<file path="config.mk">
export PLATFORM = sky130hd
export DESIGN_NAME = tmds_symbol_decoder
export DESIGN_NICKNAME = d
export VERILOG_FILES = /design/src/rtl/tmds_pkg.sv /design/src/rtl/tmds_symbol_decoder_align.sv /design/src/rtl/tmds_symbol_decoder.sv
export SDC_FILE = /design/constraint.sdc
export NUM_CORES = 1
export LEC_CHECK = 0
export CAP_MARGIN = 20
export CORE_AREA = 4 4 132 121
export DETAILED_ROUTE_END_ITERATION = 10
export DIE_AREA = 0 0 136 125
export PLACE_DENSITY = 0.39
export SLEW_MARGIN = 0
export SYNTH_ARGS = -nofsm -noshare
export SYNTH_HDL_FRONTEND = slang
export SYNTH_SLANG_ARGS = --single-unit
</file>
<file path="constraint.sdc">
create_clock -name clk -period 5.8 [get_ports clk]
set_clock_uncertainty 0.15 [all_clocks]
set_input_delay 1.16 -clock clk [delete_from_list [all_inputs] [get_ports clk]]
set_output_delay 1.16 -clock clk [all_outputs]
set_load 0.01 [all_outputs]
</file>
<file path="src/rtl/tmds_pkg.sv">
// -----------------------------------------------------------------------------
// tmds_pkg
// Shared TMDS definitions used by both the transmit-side encoder and the
// receive-side symbol decoder:
//   - symbol width and the four control-period tokens CTRL_00..CTRL_11
//   - the alignment state type {SEARCH, LOCKED}
//   - helper functions for token classification and data-symbol decoding
// No ports (package).
// -----------------------------------------------------------------------------
package tmds_pkg;

  localparam int SYM_W = 10;

  // Control-period tokens, indexed by {C1,C0}.
  localparam logic [SYM_W-1:0] CTRL_00 = 10'b1101010100;
  localparam logic [SYM_W-1:0] CTRL_01 = 10'b0010101011;
  localparam logic [SYM_W-1:0] CTRL_10 = 10'b0101010100;
  localparam logic [SYM_W-1:0] CTRL_11 = 10'b1010101011;

  // Alignment FSM state, kept as plain constants so the encoding is fixed.
  typedef logic [0:0] align_state_t;
  localparam align_state_t SEARCH = 1'b0;
  localparam align_state_t LOCKED = 1'b1;

  // Counter width for a count limit; never narrower than one bit.
  function automatic int counter_width(input int limit);
    int w;
    if (limit > 1) begin
      w = $clog2(limit);
    end else begin
      w = 1;
    end
    return w;
  endfunction

  // True when the symbol is one of the four control tokens.
  function automatic logic is_ctrl(input logic [SYM_W-1:0] sym);
    logic hit;
    case (sym)
      CTRL_00, CTRL_01, CTRL_10, CTRL_11: hit = 1'b1;
      default:                            hit = 1'b0;
    endcase
    return hit;
  endfunction

  // Control bits {C1,C0} carried by a token; 00 for anything else.
  function automatic logic [1:0] ctrl_bits(input logic [SYM_W-1:0] sym);
    logic [1:0] c;
    case (sym)
      CTRL_00: c = 2'b00;
      CTRL_01: c = 2'b01;
      CTRL_10: c = 2'b10;
      CTRL_11: c = 2'b11;
      default: c = 2'b00;
    endcase
    return c;
  endfunction

  // Undo the DC-balance inversion (bit 9) and then the XOR/XNOR
  // transition chain (bit 8 selects XOR when set).
  function automatic logic [7:0] decode_data(input logic [SYM_W-1:0] sym);
    logic [7:0] d;
    logic [7:0] vd;
    if (sym[9]) begin
      d = ~sym[7:0];
    end else begin
      d = sym[7:0];
    end
    vd[0] = d[0];
    for (int i = 1; i < 8; i++) begin
      if (sym[8]) begin
        vd[i] = d[i] ^ d[i-1];
      end else begin
        vd[i] = ~(d[i] ^ d[i-1]);
      end
    end
    return vd;
  endfunction

endpackage

</file>
<file path="src/rtl/tmds_symbol_decoder_align.sv">
// -----------------------------------------------------------------------------
// tmds_symbol_align
// Finds the 10-bit symbol boundary in an unaligned deserializer stream.
// A 20-bit window {raw_word, previous word} is barrel-selected at the current
// offset into the stage-1 symbol register q. A SEARCH/LOCKED FSM counts runs
// of control tokens on q to declare lock, slips the offset after a search
// timeout, and drops lock after a long stretch without any control token.
// Ports:
//   clk      in   pixel clock
//   rst      in   synchronous active-high reset
//   raw_word in   10-bit deserializer word, bit 0 received first
//   realign  in   one-cycle pulse: slip offset and restart search
//   q        out  aligned symbol (stage 1 register)
//   locked   out  1 while in LOCKED
//   offset   out  current bit offset 0..9
// -----------------------------------------------------------------------------
module tmds_symbol_align
  import tmds_pkg::*;
#(
  parameter int CTRL_RUN_MIN   = 16,
  parameter int SEARCH_TIMEOUT = 1024,
  parameter int LOCK_TIMEOUT   = 4096
) (
  input  logic             clk,
  input  logic             rst,
  input  logic [SYM_W-1:0] raw_word,
  input  logic             realign,
  output logic [SYM_W-1:0] q,
  output logic             locked,
  output logic [3:0]       offset
);

  localparam int RUN_W   = counter_width(CTRL_RUN_MIN);
  localparam int TIMER_W = counter_width(SEARCH_TIMEOUT);
  localparam int GAP_W   = counter_width(LOCK_TIMEOUT);

  // Terminal values are compared before incrementing, so each counter only
  // ever needs to hold limit-1.
  localparam logic [RUN_W-1:0]   RUN_LAST   = RUN_W'(CTRL_RUN_MIN - 1);
  localparam logic [TIMER_W-1:0] TIMER_LAST = TIMER_W'(SEARCH_TIMEOUT - 1);
  localparam logic [GAP_W-1:0]   GAP_LAST   = GAP_W'(LOCK_TIMEOUT - 1);

  logic [SYM_W-1:0]   prev_r;
  logic [SYM_W-1:0]   q_r;
  align_state_t       state_r;
  logic [3:0]         offset_r;
  logic [RUN_W-1:0]   run_cnt_r;
  logic [TIMER_W-1:0] timer_r;
  logic [GAP_W-1:0]   gap_cnt_r;

  logic [2*SYM_W-1:0] window_s;
  logic [SYM_W-1:0]   aligned_s;
  logic [3:0]         next_offset_s;
  logic               ctrl_s;

  assign window_s = {raw_word, prev_r};
  assign ctrl_s   = is_ctrl(q_r);

  // Barrel select of the 10-bit symbol starting at the current offset.
  always_comb begin
    aligned_s = window_s[9:0];
    case (offset_r)
      4'd0:    aligned_s = window_s[9:0];
      4'd1:    aligned_s = window_s[10:1];
      4'd2:    aligned_s = window_s[11:2];
      4'd3:    aligned_s = window_s[12:3];
      4'd4:    aligned_s = window_s[13:4];
      4'd5:    aligned_s = window_s[14:5];
      4'd6:    aligned_s = window_s[15:6];
      4'd7:    aligned_s = window_s[16:7];
      4'd8:    aligned_s = window_s[17:8];
      4'd9:    aligned_s = window_s[18:9];
      default: aligned_s = window_s[9:0];
    endcase
  end

  // Offset after a bit slip, wrapping 9 back to 0.
  always_comb begin
    if (offset_r == 4'd9) begin
      next_offset_s = 4'd0;
    end else begin
      next_offset_s = offset_r + 4'd1;
    end
  end

  // Window capture, stage-1 symbol register and the alignment FSM.
  always_ff @(posedge clk) begin
    if (rst) begin
      prev_r    <= '0;
      q_r       <= '0;
      state_r   <= SEARCH;
      offset_r  <= 4'd0;
      run_cnt_r <= '0;
      timer_r   <= '0;
      gap_cnt_r <= '0;
    end else begin
      prev_r <= raw_word;
      q_r    <= aligned_s;
      if (realign) begin
        // Explicit request wins over lock detection and both timeouts.
        state_r   <= SEARCH;
        offset_r  <= next_offset_s;
        run_cnt_r <= '0;
        timer_r   <= '0;
        gap_cnt_r <= '0;
      end else begin
        case (state_r)
          SEARCH: begin
            gap_cnt_r <= '0;
            if (ctrl_s && (run_cnt_r == RUN_LAST)) begin
              state_r   <= LOCKED;
              run_cnt_r <= '0;
              timer_r   <= '0;
            end else if (timer_r == TIMER_LAST) begin
              offset_r  <= next_offset_s;
              run_cnt_r <= '0;
              timer_r   <= '0;
            end else begin
              if (ctrl_s) begin
                run_cnt_r <= run_cnt_r + RUN_W'(1);
              end else begin
                run_cnt_r <= '0;
              end
              timer_r <= timer_r + TIMER_W'(1);
            end
          end
          LOCKED: begin
            run_cnt_r <= '0;
            timer_r   <= '0;
            if (ctrl_s) begin
              gap_cnt_r <= '0;
            end else if (gap_cnt_r == GAP_LAST) begin
              // Offset is kept so the new search starts where lock was lost.
              state_r   <= SEARCH;
              gap_cnt_r <= '0;
            end else begin
              gap_cnt_r <= gap_cnt_r + GAP_W'(1);
            end
          end
          default: begin
            state_r   <= SEARCH;
            run_cnt_r <= '0;
            timer_r   <= '0;
            gap_cnt_r <= '0;
          end
        endcase
      end
    end
  end

  assign q      = q_r;
  assign locked = (state_r == LOCKED);
  assign offset = offset_r;

endmodule

</file>
<file path="src/rtl/tmds_symbol_decoder.sv">
// -----------------------------------------------------------------------------
// tmds_symbol_decoder
// Per-channel TMDS receive decoder. Aligns the raw deserializer words to the
// symbol boundary (tmds_symbol_align) and decodes each aligned symbol into
// video data, control bits and a data-enable in a registered output stage.
// raw_word sampled at edge k appears on the outputs after edge k+2.
// Ports:
//   clk      in   pixel clock (deserializer core clock)
//   rst      in   synchronous active-high reset
//   raw_word in   10-bit deserializer word, bit 0 received first
//   realign  in   one-cycle pulse: slip offset and restart search
//   VD       out  decoded video data
//   CD       out  decoded control bits {C1,C0}
//   VDE      out  1 = VD valid, 0 = blanking/control
//   locked   out  symbol alignment established
//   offset   out  current alignment offset 0..9
// -----------------------------------------------------------------------------
module tmds_symbol_decoder
  import tmds_pkg::*;
#(
  parameter int CTRL_RUN_MIN   = 16,
  parameter int SEARCH_TIMEOUT = 1024,
  parameter int LOCK_TIMEOUT   = 4096
) (
  input  logic             clk,
  input  logic             rst,
  input  logic [SYM_W-1:0] raw_word,
  input  logic             realign,
  output logic [7:0]       VD,
  output logic [1:0]       CD,
  output logic             VDE,
  output logic             locked,
  output logic [3:0]       offset
);

  logic [SYM_W-1:0] q_s;
  logic             locked_s;
  logic [3:0]       offset_s;

  logic [7:0] vd_r;
  logic [1:0] cd_r;
  logic       vde_r;

  tmds_symbol_align #(
    .CTRL_RUN_MIN   (CTRL_RUN_MIN),
    .SEARCH_TIMEOUT (SEARCH_TIMEOUT),
    .LOCK_TIMEOUT   (LOCK_TIMEOUT)
  ) u_align (
    .clk      (clk),
    .rst      (rst),
    .raw_word (raw_word),
    .realign  (realign),
    .q        (q_s),
    .locked   (locked_s),
    .offset   (offset_s)
  );

  // Stage-2 output register: decode the aligned symbol when locked.
  always_ff @(posedge clk) begin
    if (rst) begin
      vd_r  <= 8'h00;
      cd_r  <= 2'b00;
      vde_r <= 1'b0;
    end else if (locked_s) begin
      if (is_ctrl(q_s)) begin
        vd_r  <= 8'h00;
        cd_r  <= ctrl_bits(q_s);
        vde_r <= 1'b0;
      end else begin
        // CD keeps the last control value through the active period.
        vd_r  <= decode_data(q_s);
        cd_r  <= cd_r;
        vde_r <= 1'b1;
      end
    end else begin
      vd_r  <= 8'h00;
      cd_r  <= 2'b00;
      vde_r <= 1'b0;
    end
  end

  assign VD     = vd_r;
  assign CD     = cd_r;
  assign VDE    = vde_r;
  assign locked = locked_s;
  assign offset = offset_s;

endmodule
</file>
==> impl_metrics.tcl <==
set metrics [dict create \
    wl_um 8550 \
    n_antenna_cell 0 \
    yosys.area.top_type "dfxtp_1" \
    ff2ff_path_depth 6 \
    slew_violations 0 \
    ir_worst_vdd_v 0.000145 \
    fin_nets 449 \
    endpoint_kind "flop" \
    drive_above_1_share 0.0860 \
    synthArstFlopShare 0 \
    cp_slowest_stage_delay_ns 0.65 \
    antenna_found_initial 0 \
    core-area_um2 14600 \
    synth_area_per_cell_um2 8.12 \
    fillers 1581 \
    ys_warn_count 0 \
    status "finished clean" \
    multi_input_area_um2 1870 \
    io_pins 29 \
    regArea_um2 1240 \
    cp.required_ns 5.91 \
    synthCells 406 \
    grt_pass1_vias 2767 \
    dr_total_vias 2780 \
    ctsResizeCount 0 \
    cts_setup_buffers 0 \
    setup_viol 0 \
    timing.setup.tns_ns 0 \
    worstSkewPairLatency_ns 0.33 \
    final_hold_viol_count 0 \
    yosysTopAreaCellShare 0.376 \
    grt-ovfl-total 0 \
    timing.rr.start "u_align.offset[2]" \
    die_h_um 125 \
    critPathArrivalTime_ns 3.39 \
    drv_cap 0 \
    rrSetupSlack_ns 2.69 \
    setup_ws_ns 2.52 \
    rsz0062_at_grt "no" \
    floorplan.initialDensity 0.226 \
    fin_crit_sh 0.566 \
    place_hpwl_um 6040 \
    clk_pin_slew_worst_paths_ns 0.05 \
    ctsHoldBuffers 0 \
    first_pass_iters 4 \
    cp-start-kind "input pin" \
    path_max_fanout 27 \
    cts.sinks 62 \
    cp_common_cell "or3_1" \
    floorplan.rows 42 \
    hp-start "u_align.run_cnt_r[0]" \
    fmax_ghz 0.305 \
    power.density_nw_per_um2 284 \
    synthTopCellsByCount "62 x dfxtp_1, 51 x nor2_1, 31 x nand2_1" \
    finish.utilization 0.279 \
    netlist-cell-type-count 47 \
    synth-seq-area-share 0.376 \
    cts_tree "done" \
    grt_max_degree 41 \
    hp-class "reg -> reg" \
    die-area_um2 17000 \
    drc 0 \
    holdWs_ns 0.299 \
    pre_cts_slack_ns 2.14 \
    synth_edf_count 0 \
    crit_chain "clkdlybuf4s50_1, buf_4, nand2b_1, or3_1, or3_1, nor2_2" \
    worst_slew_pin_slew_ns 0.874 \
    cts_buffer_depth 2 \
    yosys_register_bits 62 \
    post-synth-top-count-cell "dfxtp_1" \
    synthToLayoutAreaGrowth_pct 23.1 \
    cts-root-buf "clkbuf_16" \
    portBuffers 28 \
    synth_area_um2 3300 \
    vias_per_cell 4.43 \
    grt_pass1_wl_um 14700 \
    place_congestion 0.762 \
    grt_usage 0.107 \
    synth_ff_type "dfxtp_1" \
    synth_nets 430 \
    die_w_um 136 \
    max-slew-margin-rel 0.416 \
    finalCriticalPeriod_ns 3.28 \
    drt_iter0_markers 206 \
    r2r_end "u_align.q[2]" \
    slowest_stage "or3_1" \
    cts_buffers 9 \
    leakagePower_uw 0.00145 \
    synth.area.top_cells "dfxtp_1 38%, nor2_1 5.8%, xnor2_1 4.3%" \
    h-tree-depth 3 \
    min_delay_path_depth 1 \
    wire_per_inst_um 13.6 \
    holdPathEnd "u_align.run_cnt_r[0]" \
    drtAntennaViolNets 0 \
    setup.worst_path.class "in -> reg" \
]
[worst max path at each step]
stage,to,from,slack [ns],cells past startpoint
6_report,u_align.gap_cnt_r[4],rst,2.52,6
5_1_grt,u_align.gap_cnt_r[6],rst,2.37,6
4_1_cts,u_align.gap_cnt_r[4],rst,2.49,6
3_5_place_dp,u_align.gap_cnt_r[4],rst,2.14,6
3_3_place_gp,u_align.gap_cnt_r[3],rst,2.20,6
2_1_floorplan,u_align.gap_cnt_r[6],rst,3.10,6
[kinds of logic after synthesis]
family          Yosys count  synth area share
compound gates           77             0.150
fa+ha+maj                11            0.0417
xor+xnor                 29            0.0770
mux                      15            0.0509
flops                    62             0.376
buf+inv                  44            0.0550
simple gates            168             0.249
[placed cells by master, fill, tap and decap left out, drive strengths merged, types with 5 or more instances in the layout]
cell type / n
dfxtp: 62
nor2: 61
nand2: 31
clkdlybuf4s50: 28
a21oi: 23
inv: 20
nand3: 19
o21ai: 19
nor3: 17
xnor2: 16
xor2: 13
nor2b: 12
ha: 11
mux2i: 10
clkbuf: 10
and3: 8
nand4: 5
o22ai: 5
[report_power, final]
group | internal (uW) | total (uW) | switching (uW)
Combinational | 57.2 | 130 | 73.1
Clock | 375 | 567 | 192
Sequential | 439 | 455 | 16.2
[per-stage QoR]
step	power, uW	std cells	instance area, um2
global route	1210	628	4060
global placement	594	612	3740
detailed placement	594	612	3740
CTS	1170	628	4060
floorplan	552	406	3300
finish	1150	628	4060
[routing by layer]
metal | GRT usage | wire length (um) | vias up
met3 | 0.0301 | 431 | 8
met2 | 0.148 | 3510 | 72
li1 | - | - | 1429
met5 | 0 | 0 | -
met4 | 0.0308 | 95 | 0
met1 | 0.159 | 4510 | 1271
[layout make-up]
class,instances,area share
clock inverter,6,0.0213
clock buffer,10,0.0564
multi-input combinational,300,0.462
sequential,62,0.306
inverter,21,0.0194
timing repair buffer,31,0.0746
tap,198,0.0610
[critical path: cells and delay by family]
kind / cells / cell delay, ns
and+or+nand+nor: 4 / 1.60
buffers and inverters: 2 / 0.63
[state kept, by name, summed over array words and instances, names as in the netlist]
name               cells
VDE                    1
CD                     2
u_align.locked         1
u_align.offset         4
u_align.prev_r        10
u_align.q             10
u_align.run_cnt_r      4
u_align.timer_r       10
u_align.gap_cnt_r     12
VD                     8
No activity file was read; power rests on OpenSTA's default activity.
